==> src/rtl/if_fetch_unit_pkg.sv <==
// Shared FSM encoding and reset defaults for the instruction fetch unit.
package if_fetch_unit_pkg;

    typedef enum logic [1:0] {
        ST_IDLE  = 2'd0,
        ST_REQ   = 2'd1,
        ST_VALID = 2'd2,
        ST_DRAIN = 2'd3
    } fetch_state_t;

    localparam logic [31:0] RESET_PC_DEFAULT  = 32'h0000_0000;
    localparam logic [31:0] NOP_INSTR_DEFAULT = 32'h0000_0000;
    localparam logic [31:0] PC_STEP           = 32'd4;

endpackage

==> src/rtl/if_fetch_unit.sv <==
// Instruction fetch: issues word fetches to imem and presents one instruction at a time to the IF register.
// Latency: ack edge -> instruction valid next cycle; zero-wait memory yields one instruction per 2 cycles.
// Backpressure: freeze holds a presented word and blocks the next fetch; branch_taken overrides freeze.
module if_fetch_unit
    import if_fetch_unit_pkg::*;
#(
    parameter logic [31:0] RESET_PC  = RESET_PC_DEFAULT,
    parameter logic [31:0] NOP_INSTR = NOP_INSTR_DEFAULT
) (
    input  logic        clk,
    input  logic        rst,
    input  logic        freeze,
    input  logic        branch_taken,
    input  logic [31:0] branch_addr,
    output logic        imem_req,
    output logic [31:0] imem_addr,
    input  logic        imem_ack,
    input  logic [31:0] imem_rdata,
    output logic [31:0] PC,
    output logic [31:0] instruction,
    output logic        inst_valid
);

    fetch_state_t state;
    fetch_state_t next_state;
    logic [31:0]  pc_reg;
    logic [31:0]  pc_next;
    logic [31:0]  fetch_addr;
    logic [31:0]  inst_buf;
    logic [31:0]  pc_out;
    logic [31:0]  br_tgt;
    logic         buf_load;

    assign br_tgt = branch_addr & ~32'd3;

    always_comb begin
        next_state = state;
        pc_next    = pc_reg;
        buf_load   = 1'b0;
        case (state)
            ST_IDLE: begin
                next_state = ST_REQ;
                if (branch_taken) pc_next = br_tgt;
            end
            ST_REQ: begin
                if (branch_taken) begin
                    pc_next    = br_tgt;
                    next_state = imem_ack ? ST_REQ : ST_DRAIN;
                end else if (imem_ack) begin
                    buf_load   = 1'b1;
                    pc_next    = pc_reg + PC_STEP;
                    next_state = ST_VALID;
                end
            end
            ST_VALID: begin
                if (branch_taken) begin
                    pc_next    = br_tgt;
                    next_state = ST_REQ;
                end else if (!freeze) begin
                    next_state = ST_REQ;
                end
            end
            ST_DRAIN: begin
                // The stale word still has to come back before a new fetch may start.
                if (branch_taken) pc_next = br_tgt;
                if (imem_ack) next_state = ST_REQ;
            end
            default: next_state = ST_IDLE;
        endcase
    end

    always_ff @(posedge clk or negedge rst) begin
        if (!rst) begin
            state      <= ST_IDLE;
            pc_reg     <= RESET_PC;
            fetch_addr <= RESET_PC;
            inst_buf   <= NOP_INSTR;
            pc_out     <= RESET_PC;
        end else begin
            state  <= next_state;
            pc_reg <= pc_next;
            if (next_state == ST_REQ) fetch_addr <= pc_next;
            if (buf_load) begin
                inst_buf <= imem_rdata;
                pc_out   <= pc_next;
            end
        end
    end

    // pc_out only moves on an accepted word, so PC keeps its last value outside VALID.
    assign imem_req    = (state == ST_REQ) || (state == ST_DRAIN);
    assign imem_addr   = fetch_addr;
    assign inst_valid  = (state == ST_VALID);
    assign instruction = inst_valid ? inst_buf : NOP_INSTR;
    assign PC          = pc_out;

endmodule

==> config.mk <==
export PLATFORM = sky130hd
export DESIGN_NAME = if_fetch_unit
export DESIGN_NICKNAME = d
export VERILOG_FILES = /design/src/rtl/if_fetch_unit_pkg.sv /design/src/rtl/if_fetch_unit.sv
export SDC_FILE = /design/constraint.sdc
export NUM_CORES = 1
export LEC_CHECK = 0
export BUFFER_PORTS_ARGS = -buffer_cell sky130_fd_sc_hd__buf_2
export CAP_MARGIN = 20
export CORE_AREA = 2 2 129 100
export DETAILED_ROUTE_END_ITERATION = 6
export DIE_AREA = 0 0 131 102
export PLACE_DENSITY = 0.84
export SLEW_MARGIN = 20
export SYNTH_ARGS = -nofsm -noshare
export SYNTH_HDL_FRONTEND = slang
export SYNTH_SLANG_ARGS = --single-unit
==> constraint.sdc <==
create_clock -name clk -period 6.2 [get_ports clk]
set_input_delay 0.31 -clock clk [delete_from_list [all_inputs] [get_ports clk]]
set_output_delay 0.31 -clock clk [all_outputs]
set_load 0.02 [all_outputs]
==> impl_metrics.toml, run 1 <==
[run_status]
status = "finished clean"

[pwr]
power_frac_clock_pct = 38.7
ir_worst_vdd_mv = 0.265
p_switching_mw = 0.899
pwr-share-comb_pct = 20.9
swShare_pct = 31.3
power.leakage_nw = 3.73
p_seq_share_pct = 40.5
p_per_area_nw_per_um2 = 383
intPower_mw = 1.98

[sta]
fin_ws_ns = 2.91
relSlewSlack_pct = 33.8
rsz0062_at_grt = "false"
holdWs_ns = 0.0897
fin_crit_sh_pct = 53.1
finalCriticalPeriod_ns = 3.29
slew_violations = 0
finalHoldViolations = 0
max_slew.worst_pin.slew_ns = 0.993
fmax_ghz = 0.304
finalClockSkew_ns = 0.00823
setup_viol = 0
timing.setup.tns_ns = 0

[clock_network]
cts_hold_buf = 1
cts_sinks = 130
clk_transition_reported_paths_ns = 0.06
clk_latency_ns = 0.41
cts_max_path_buffers = 2
cts_tree = "yes"
htreeDepth = 4
numCtsBuffers = 17
cts_resized = 0
cts_root_buf = "clkbuf_16"
post_cts_buffers = 0

[floorplanning]
start_util_pct = 49.0
die_area_sq_um = 13400
core_area_sq_um = 12000
die_w_microns = 131
fp-row-count = 35
die_h_microns = 102
boundaryPins = 167

[yosys]
synthesis.nets = 678
avgSynthCellArea_sq_um = 9.71
ys_ff_latch = 130
synth_area_leader_cell = "dfrtp_1"
syn_inst = 608
synth-edff-count = 0
yosysWarnings = 0
ys_types = 43
synthArstFlopShare_pct = 100
synth_top_cell_area_share_pct = 55.1
syn_area_sq_um = 5900
synth_flop_cell = "dfrtp_1"
synth_seq_area_share_pct = 55.1
synthTopCellsByArea = "dfrtp_1 55%, nand2_1 11%, and2_1 3.9%, o21ai_0 3.8%, xnor2_1 3.4%"

[detailed_routing]
vias = 4809
wl_met3_microns = 925
drc = 0
top_layer = "met4"
route.met2.wl_microns = 6580
wire_per_inst_microns = 15.3
antenna_left = 0
wl_met1_microns = 6590
drtIter0Drc = 277
wirelength_microns = 14300
first_pass_iters = 4
vias_per_cell = 5.13

[grt]
grt_pass1_vias = 4539
grt_pass1_wl_microns = 22700
grt_start_max_net_pins = 92
antenna_found_initial = 1
grt_overflow = 0
grt_usage_pct = 22.2

[critical_path]
critPathRequiredTime_ns = 6.45
crit_path_max_incr_delay_ns = 0.91
cp_max_fo = 40
slowest_stage = "and4bb_2"
end_kind = "flip-flop"
path_class = "flip-flop to flip-flop"
cp_cell_sequence = "and4bb_2 > nand4_1 > or4_4 > xor2_1 > o21ai_1"
start_kind = "flip-flop"
arrival_ns = 3.54

[placement]
pre_cts_slack_ns = 2.71
place_congestion = 0.822
place_inst = 904
port_buffers = 164
post-dp-hpwl_microns = 9350

[cells_and_area]
instances_no_fill = 938
layout_common_cells = "177 x nand2_1, 163 x buf_2, 130 x dfrtp_1"
n_fill_cell = 983
layout_commonest_cell = "nand2_1"
syn_to_final_growth_pct = 27.2
nNetsFinal = 828
drive_above_1_share_pct = 29.1

[job]
drv_cap = 0

[min_path]
hold_path.class = "input port to flip-flop"
-- metal layers --
layer	vias to the layer above	GRT usage, %
li1	2340	-
met1	2292	31.1
met2	161	33.4
met3	16	5.97
met4	0	8.18
met5	-	0
-- final timing paths --
kind                                end      startpoint  depth (start not counted)  slack, ns
max in group asynchronous    pc_reg[12]             rst                          3       4.44
hold / removal             inst_buf[17]  imem_rdata[17]                          3       0.09
hold reg to reg            inst_buf[11]    inst_buf[11]                          2       0.46
min in group asynchronous        PC[23]             rst                          2       0.39
setup reg to reg                 PC[26]        state[0]                          5       2.91
setup / recovery                 PC[26]        state[0]                          5       2.91
-- cells in the mapped netlist, types with 6 or more instances --
master / instances
nand2_1: 177
dfrtp_1: 130
o21ai_0: 45
and2_1: 37
clkbuf_1: 27
xnor2_1: 23
mux2i_1: 18
nor2_1: 16
a21oi_1: 14
mux2_2: 12
a211oi_1: 10
nand4_1: 9
nor2b_1: 8
nor3_1: 8
xor2_1: 8
inv_1: 7
nand3_1: 6
-- cells by family after synthesis --
logic type / share of synthesized area (%)
simple gates: 23.7
flops: 55.1
compound gates: 7.91
buf+inv: 3.10
xor+xnor: 4.60
mux: 5.34
fa+ha+maj: 0.212
-- layout make-up --
class | instances | area [sq um] | share of cell area, %
sequential | 130 | 3250 | 43.3
timing repair buffer | 169 | 867 | 11.5
clock inverter | 14 | 226 | 3.02
multi-input combinational | 433 | 2500 | 33.2
inverter | 7 | 26.3 | 0.350
antenna | 1 | 2.50 | 0.0333
tap | 166 | 208 | 2.77
clock buffer | 18 | 429 | 5.72
-- per-stage QoR --
| stage | util, % | instance area [sq um] | total power [mW] |
|---|---|---|---|
| floorplan | - | 5900 | 1.54 |
| global placement | 56.8 | 6840 | 1.75 |
| detailed placement | 56.8 | 6840 | 1.78 |
| CTS | 62.3 | 7500 | 2.90 |
| global route | 62.3 | 7510 | 3.03 |
| finish | 62.3 | 7510 | 2.88 |
-- power groups by stage --
stage               clock network (mW)  registers [mW]  logic, mW
global route                      1.17            1.19      0.671
detailed placement                   0            1.17      0.602
finish                            1.11            1.16      0.601
CTS                               1.13            1.16      0.607
floorplan                            0            1.29      0.250
global placement                     0            1.16      0.591
-- critical path, delay by kind of cell, from the launching register on --
family / cells / cell delay, ns
flops: 1 / 0.58
xor+xnor: 1 / 0.18
compound gates: 1 / 0.10
simple gates: 3 / 2.27
No activity file was read; power rests on OpenSTA's default activity.
==> inputs of run 2 (changes only) <==
- ABC_AREA: default -> 1
- CORE_AREA: 2 2 129 100 -> 2 2 135 104
- DIE_AREA: 0 0 131 102 -> 0 0 137 106
- PLACE_DENSITY: 0.84 -> 0.83
- clock period: 6.2 -> 3 ns (I/O delays scaled with it)
==> impl_metrics.toml, run 2 <==
[floorplanning]
boundaryPins = 167
start_util_pct = 45.6
fp-row-count = 37
core_area_sq_um = 13300
die_area_sq_um = 14500
die_w_microns = 137
die_h_microns = 106

[cells_and_area]
layout_common_cells = "298 x nand2_1, 163 x buf_2, 130 x dfrtp_1"
syn_to_final_growth_pct = 32.6
instances_no_fill = 1167
layout_commonest_cell = "nand2_1"
diodes = 0
drive_above_1_share_pct = 22.4
nNetsFinal = 1049

[grt]
grt_overflow = 0
antenna_found_initial = 0
grt_usage_pct = 24.0
grt_start_max_net_pins = 84
grt_pass1_vias = 5549
grt_pass1_wl_microns = 27000

[pwr]
ir_worst_vdd_mv = 0.441
p_per_area_nw_per_um2 = 739
total_power_mw = 5.95
power.leakage_nw = 4.33

[run_status]
status = "finished clean"

[clock_network]
cts_tree = "yes"
cts_sinks = 130
htreeDepth = 4
clk_transition_reported_paths_ns = 0.05
numCtsBuffers = 17
cts_max_path_buffers = 2
cts_root_buf = "clkbuf_16"
cts_resized = 0
clk_latency_ns = 0.42

[detailed_routing]
wirelength_microns = 16900
drtIter0Drc = 336
first_pass_iters = 5
drc = 0
wire_per_inst_microns = 14.5
antenna_left = 0
vias_per_cell = 4.99
vias = 5820

[critical_path]
critPathRequiredTime_ns = 3.30
start_kind = "flip-flop"
path_class = "flip-flop to flip-flop"
crit_path_max_incr_delay_ns = 0.62
cp_common_cell = "nand2_1"
ff2ff_setup_slack_ns = 0.85
arrival_ns = 2.44
reg2reg_to = "PC[13]"
slowest_stage = "nor2_1"
cp_cell_sequence = "inv_1 > nand2_1 > nor2_1 > nand2_2 > nor2_4 > nand3_1 > nand2_1 > o21ai_2 > nand2_1 > nand2_1"
setup.worst_path.end = "PC[13]"
end_kind = "flip-flop"
crit_start = "state[1]"
reg2regPathDepth = 10
path_depth = 10
crit_family = "simple AND/OR/NAND/NOR gates"
cp_max_fo = 11
r2r-start = "state[1]"
critPathBufInv = 1

[sta]
finalClockSkew_ns = 0.00921
max_slew.worst_pin.slew_ns = 0.767
fin_ws_ns = 0.854
timing.setup.tns_ns = 0
fmax_ghz = 0.466
finalCriticalPeriod_ns = 2.15
relSlewSlack_pct = 48.9
fin_crit_sh_pct = 71.5
slew_violations = 0
setup_viol = 0
rsz0062_at_grt = "false"
finalHoldViolations = 0

[placement]
post-dp-hpwl_microns = 11100
port_buffers = 164
place_inst = 1102
pre_cts_slack_ns = 0.768
place_congestion = 0.940

[yosys]
synth-edff-count = 0
yosysWarnings = 0
avgSynthCellArea_sq_um = 7.73
synthesis.nets = 856
synth_commonest_cells = "298 x nand2_1, 130 x dfrtp_1, 79 x inv_1"
syn_inst = 786
synth_area_leader_cell = "dfrtp_1"
syn_area_sq_um = 6070
synth_flop_cell = "dfrtp_1"
synth.most_common_cell = "nand2_1"
ys_types = 26
synth_seq_area_share_pct = 53.6
synthArstFlopShare_pct = 100
synth_top_cell_area_share_pct = 53.6
synthTopCellsByArea = "dfrtp_1 54%, nand2_1 18%, o21ai_0 5.2%, inv_1 4.9%, nor2_1 4.7%"
ys_ff_latch = 130

[job]
drv_cap = 0

[min_path]
hold_path.class = "input port to flip-flop"
==> run 2: changes by cell type after synthesis, sizes merged, moves of 8 or more <==
cell    before  now
nor2        16   82
a21oi       14    1
clkbuf      28   16
nor2b        8    0
and2        37    6
xnor2       23    0
inv          7   82
mux2        12    0
mux2i       18    4
xor2         8    0
o21ai       47   82
nand2      177  302
nand3        7   42
a211oi      10    0
==> run 2: per-layer routing <==
layer / global-route usage [%] / routed length (microns) / vias to the layer above
met4: 8.54 / 305 / 0
met5: 0 / 0 / -
li1: - / - / 2831
met1: 34.1 / 7900 / 2736
met2: 35.7 / 7420 / 227
met3: 6.29 / 1300 / 26
==> run 2: worst min path at each step <==
stage	end	slack, ns	start	cells past startpoint
3_3_place_gp	imem_addr[10]	0.25	rst	1
6_report	pc_reg[6]	0.08	branch_addr[6]	3
3_5_place_dp	PC[10]	0.26	rst	1
5_1_grt	pc_reg[6]	0.09	branch_addr[6]	3
4_1_cts	pc_reg[14]	0.06	branch_addr[14]	3
2_1_floorplan	PC[0]	-0.15	rst	0
==> run 2: repair_timing <==
item                                   4_1_cts  5_1_grt
hold buffers                                33        0
setup buffers                                0        0
endpoints found under the hold margin      114        0
==> run 2: worst register-to-register path: cells and delay by family (launching register included) <==
family | cells | cell delay, ns
and+or+nand+nor | 8 | 1.47
buffers and inverters | 1 | 0.07
DFF | 1 | 0.41
AOI/OAI and AO/OA | 1 | 0.07
==> run 2: final cells by class <==
class / count / area [sq um]
Fill cell: 1150 / 5280
Sequential cell: 130 / 3250
Multi-Input combinational cell: 542 / 2360
Timing Repair Buffer: 206 / 1240
Clock buffer: 23 / 468
Inverter: 82 / 308
Tap cell: 175 / 219
Clock inverter: 9 / 201
==> run 2: report_power, final <==
part	internal (mW)	switching (mW)
combinational	0.421	0.862
clock	1.60	0.758
sequential	2.11	0.188
total	4.14	1.81
==> run 2: kinds of logic (layout without fill, tap and decap cells) <==
kind of cell,count (synthesis),after routing,synth area share (%)
adders and majority gates,1,1,0.206
and+or+nand+nor,453,453,30.7
DFF,130,130,53.6
muxes,4,4,0.659
buffers and inverters,114,320,7.50
AOI/OAI and AO/OA,84,84,7.33
==> run 2: through the flow <==
step,util (%),hold slack [ns],cell area (sq um)
2_1_floorplan,-,-0.146,6070
3_3_place_gp,52.9,0.255,7050
3_5_place_dp,52.9,0.263,7050
4_1_cts,60.4,0.0628,8050
5_1_grt,60.4,0.0939,8050
6_report,60.4,0.0790,8050
==> inputs of run 3 (changes only) <==
- CORE_AREA: 2 2 135 104 -> 2 2 131 101
- DIE_AREA: 0 0 137 106 -> 0 0 133 103
- PLACE_DENSITY: 0.83 -> 0.84
- clock period: 3 -> 2 ns (I/O delays scaled with it)
==> impl_metrics.toml, run 3 (synthesis gave the netlist of run 2 again) <==
[grt]
grt_start_max_net_pins = 83
grt_overflow = 0
grt_pass1_wl_microns = 27700
antenna_found_initial = 2
grt_util_met2_pct = 40.6
grt-busiest-layer = "met2"
grt_usage_pct = 26.1
use_met1_pct = 35.1
met3_usage_pct = 5.11
grt_pass1_vias = 5610

[run_status]
status = "finished clean"

[critical_path]
cp_max_fo = 4
end_kind = "flip-flop"
crit_path_max_incr_delay_ns = 0.51
path_class = "flip-flop to flip-flop"
start_kind = "flip-flop"
crit_family = "simple AND/OR/NAND/NOR gates"
slowest_stage = "o31ai_1"
arrival_ns = 2.18
critPathRequiredTime_ns = 2.35
cp_cell_sequence = "ha_1 > nand3_1 > inv_1 > nand3_1 > o31ai_1 > nand2_1 > nand2_1"
critPathBufInv = 1

[sta]
timing.setup.tns_ns = 0
finalHoldViolations = 0
max_slew.worst_pin.slew_ns = 0.546
slew_violations = 0
finalClockSkew_ns = 0.00643
setup_viol = 0
rsz0062_at_grt = "false"
fin_crit_sh_pct = 91.3
finalCriticalPeriod_ns = 1.83
relSlewSlack_pct = 63.5
fmax_ghz = 0.548

[detailed_routing]
antenna_left = 0
drc = 0
wirelength_microns = 16900
wire_per_inst_microns = 14.5
vias_per_cell = 4.97
drtIter0Drc = 427
vias = 5813
first_pass_iters = 5

[job]
drv_cap = 0

[floorplanning]
boundaryPins = 167
fp-row-count = 36
start_util_pct = 48.3
die_w_microns = 133
core_area_sq_um = 12600
die_area_sq_um = 13700
die_h_microns = 103

[cells_and_area]
syn_to_final_growth_pct = 32.2
drive_above_1_share_pct = 23.0
layout_commonest_cell = "nand2_1"
nNetsFinal = 1055
seqCellArea_sq_um = 3250
post-route-util_pct = 63.9
n_fill_cell = 1038
multiInputGateArea_sq_um = 2370
design_area_sq_um = 8030
layout_common_cells = "298 x nand2_1, 163 x buf_2, 130 x dfrtp_1"

[pwr]
swShare_pct = 31.5
power_frac_clock_pct = 36.1
p_switching_mw = 2.66
pwr-share-comb_pct = 23.1
ir_worst_vdd_mv = 0.590
intPower_mw = 5.80
power.leakage_nw = 4.33
p_per_area_nw_per_um2 = 1050
p_seq_share_pct = 40.9

[placement]
placed_area_sq_um = 7100
place_congestion = 0.941
post-dp-hpwl_microns = 11400
port_buffers = 164

[min_path]
hold_path.class = "input port to flip-flop"

[clock_network]
cts_sinks = 130
cts_root_buf = "clkbuf_16"
numCtsBuffers = 17
htreeDepth = 4
clk_latency_ns = 0.41
cts_tree = "yes"
clk_transition_reported_paths_ns = 0.05
cts_max_path_buffers = 2
## run 3: area by class of cell
| cell class | count | area share (%) |
|---|---|---|
| diodes | 2 | 0.0623 |
| clock buffers | 25 | 6.29 |
| clock inverters | 5 | 0.935 |
| inverters | 82 | 3.83 |
| multi-input cells | 542 | 29.6 |
| flip-flops and latches | 130 | 40.5 |
| well taps | 171 | 2.66 |
| repair buffers | 212 | 16.1 |
## run 3: metal layers
layer	part of all wire (%)	wire length, microns
met1	45	7660
met2	45	7610
met5	0	0
met3	6.3	1060
met4	3.4	578
## run 3: worst paths after layout
check | start | end | slack, ns | cells after the start
max in group asynchronous | rst | PC[24] | 1.12 | 3
min | branch_addr[6] | pc_reg[6] | 0.02 | 3
min reg2reg | imem_addr[9] | imem_addr[9] | 0.47 | 2
min in group asynchronous | rst | imem_addr[10] | 0.16 | 2
max | pc_reg[3] | PC[16] | 0.17 | 7
max reg2reg | pc_reg[3] | PC[16] | 0.17 | 7
## run 3: timing repair
item	CTS	global route
buffers inserted	0	0
resized for setup	0	4
hold buffers	33	0
endpoints found under the hold margin	89	0
setup endpoints to repair	0	13
## run 3: worst min-delay path, stage by stage
cell and delay [ns]:
buf_2 0.09, o21ai_0 0.13, inv_1 0.08
## run 3: power by group through the flow
stage | Sequential (mW) | Combinational [mW] | Clock [mW]
floorplan | 3.82 | 0.817 | 0
global placement | 3.47 | 1.84 | 0
detailed placement | 3.48 | 1.89 | 0
CTS | 3.45 | 1.95 | 3.09
global route | 3.52 | 2.19 | 3.22
finish | 3.46 | 1.95 | 3.05
## run 3: stage by stage
step / power [mW] / setup WS [ns] / hold slack, ns / instances
floorplan: 4.63 / 0.520 / -0.196 / 786
global placement: 5.31 / 0.270 / 0.0344 / 1104
detailed placement: 5.37 / 0.130 / 0.0326 / 1104
CTS: 8.49 / 0.0970 / 0.0143 / 1167
global route: 8.92 / 0.0103 / 0.0446 / 1169
finish: 8.46 / 0.174 / 0.0211 / 1169
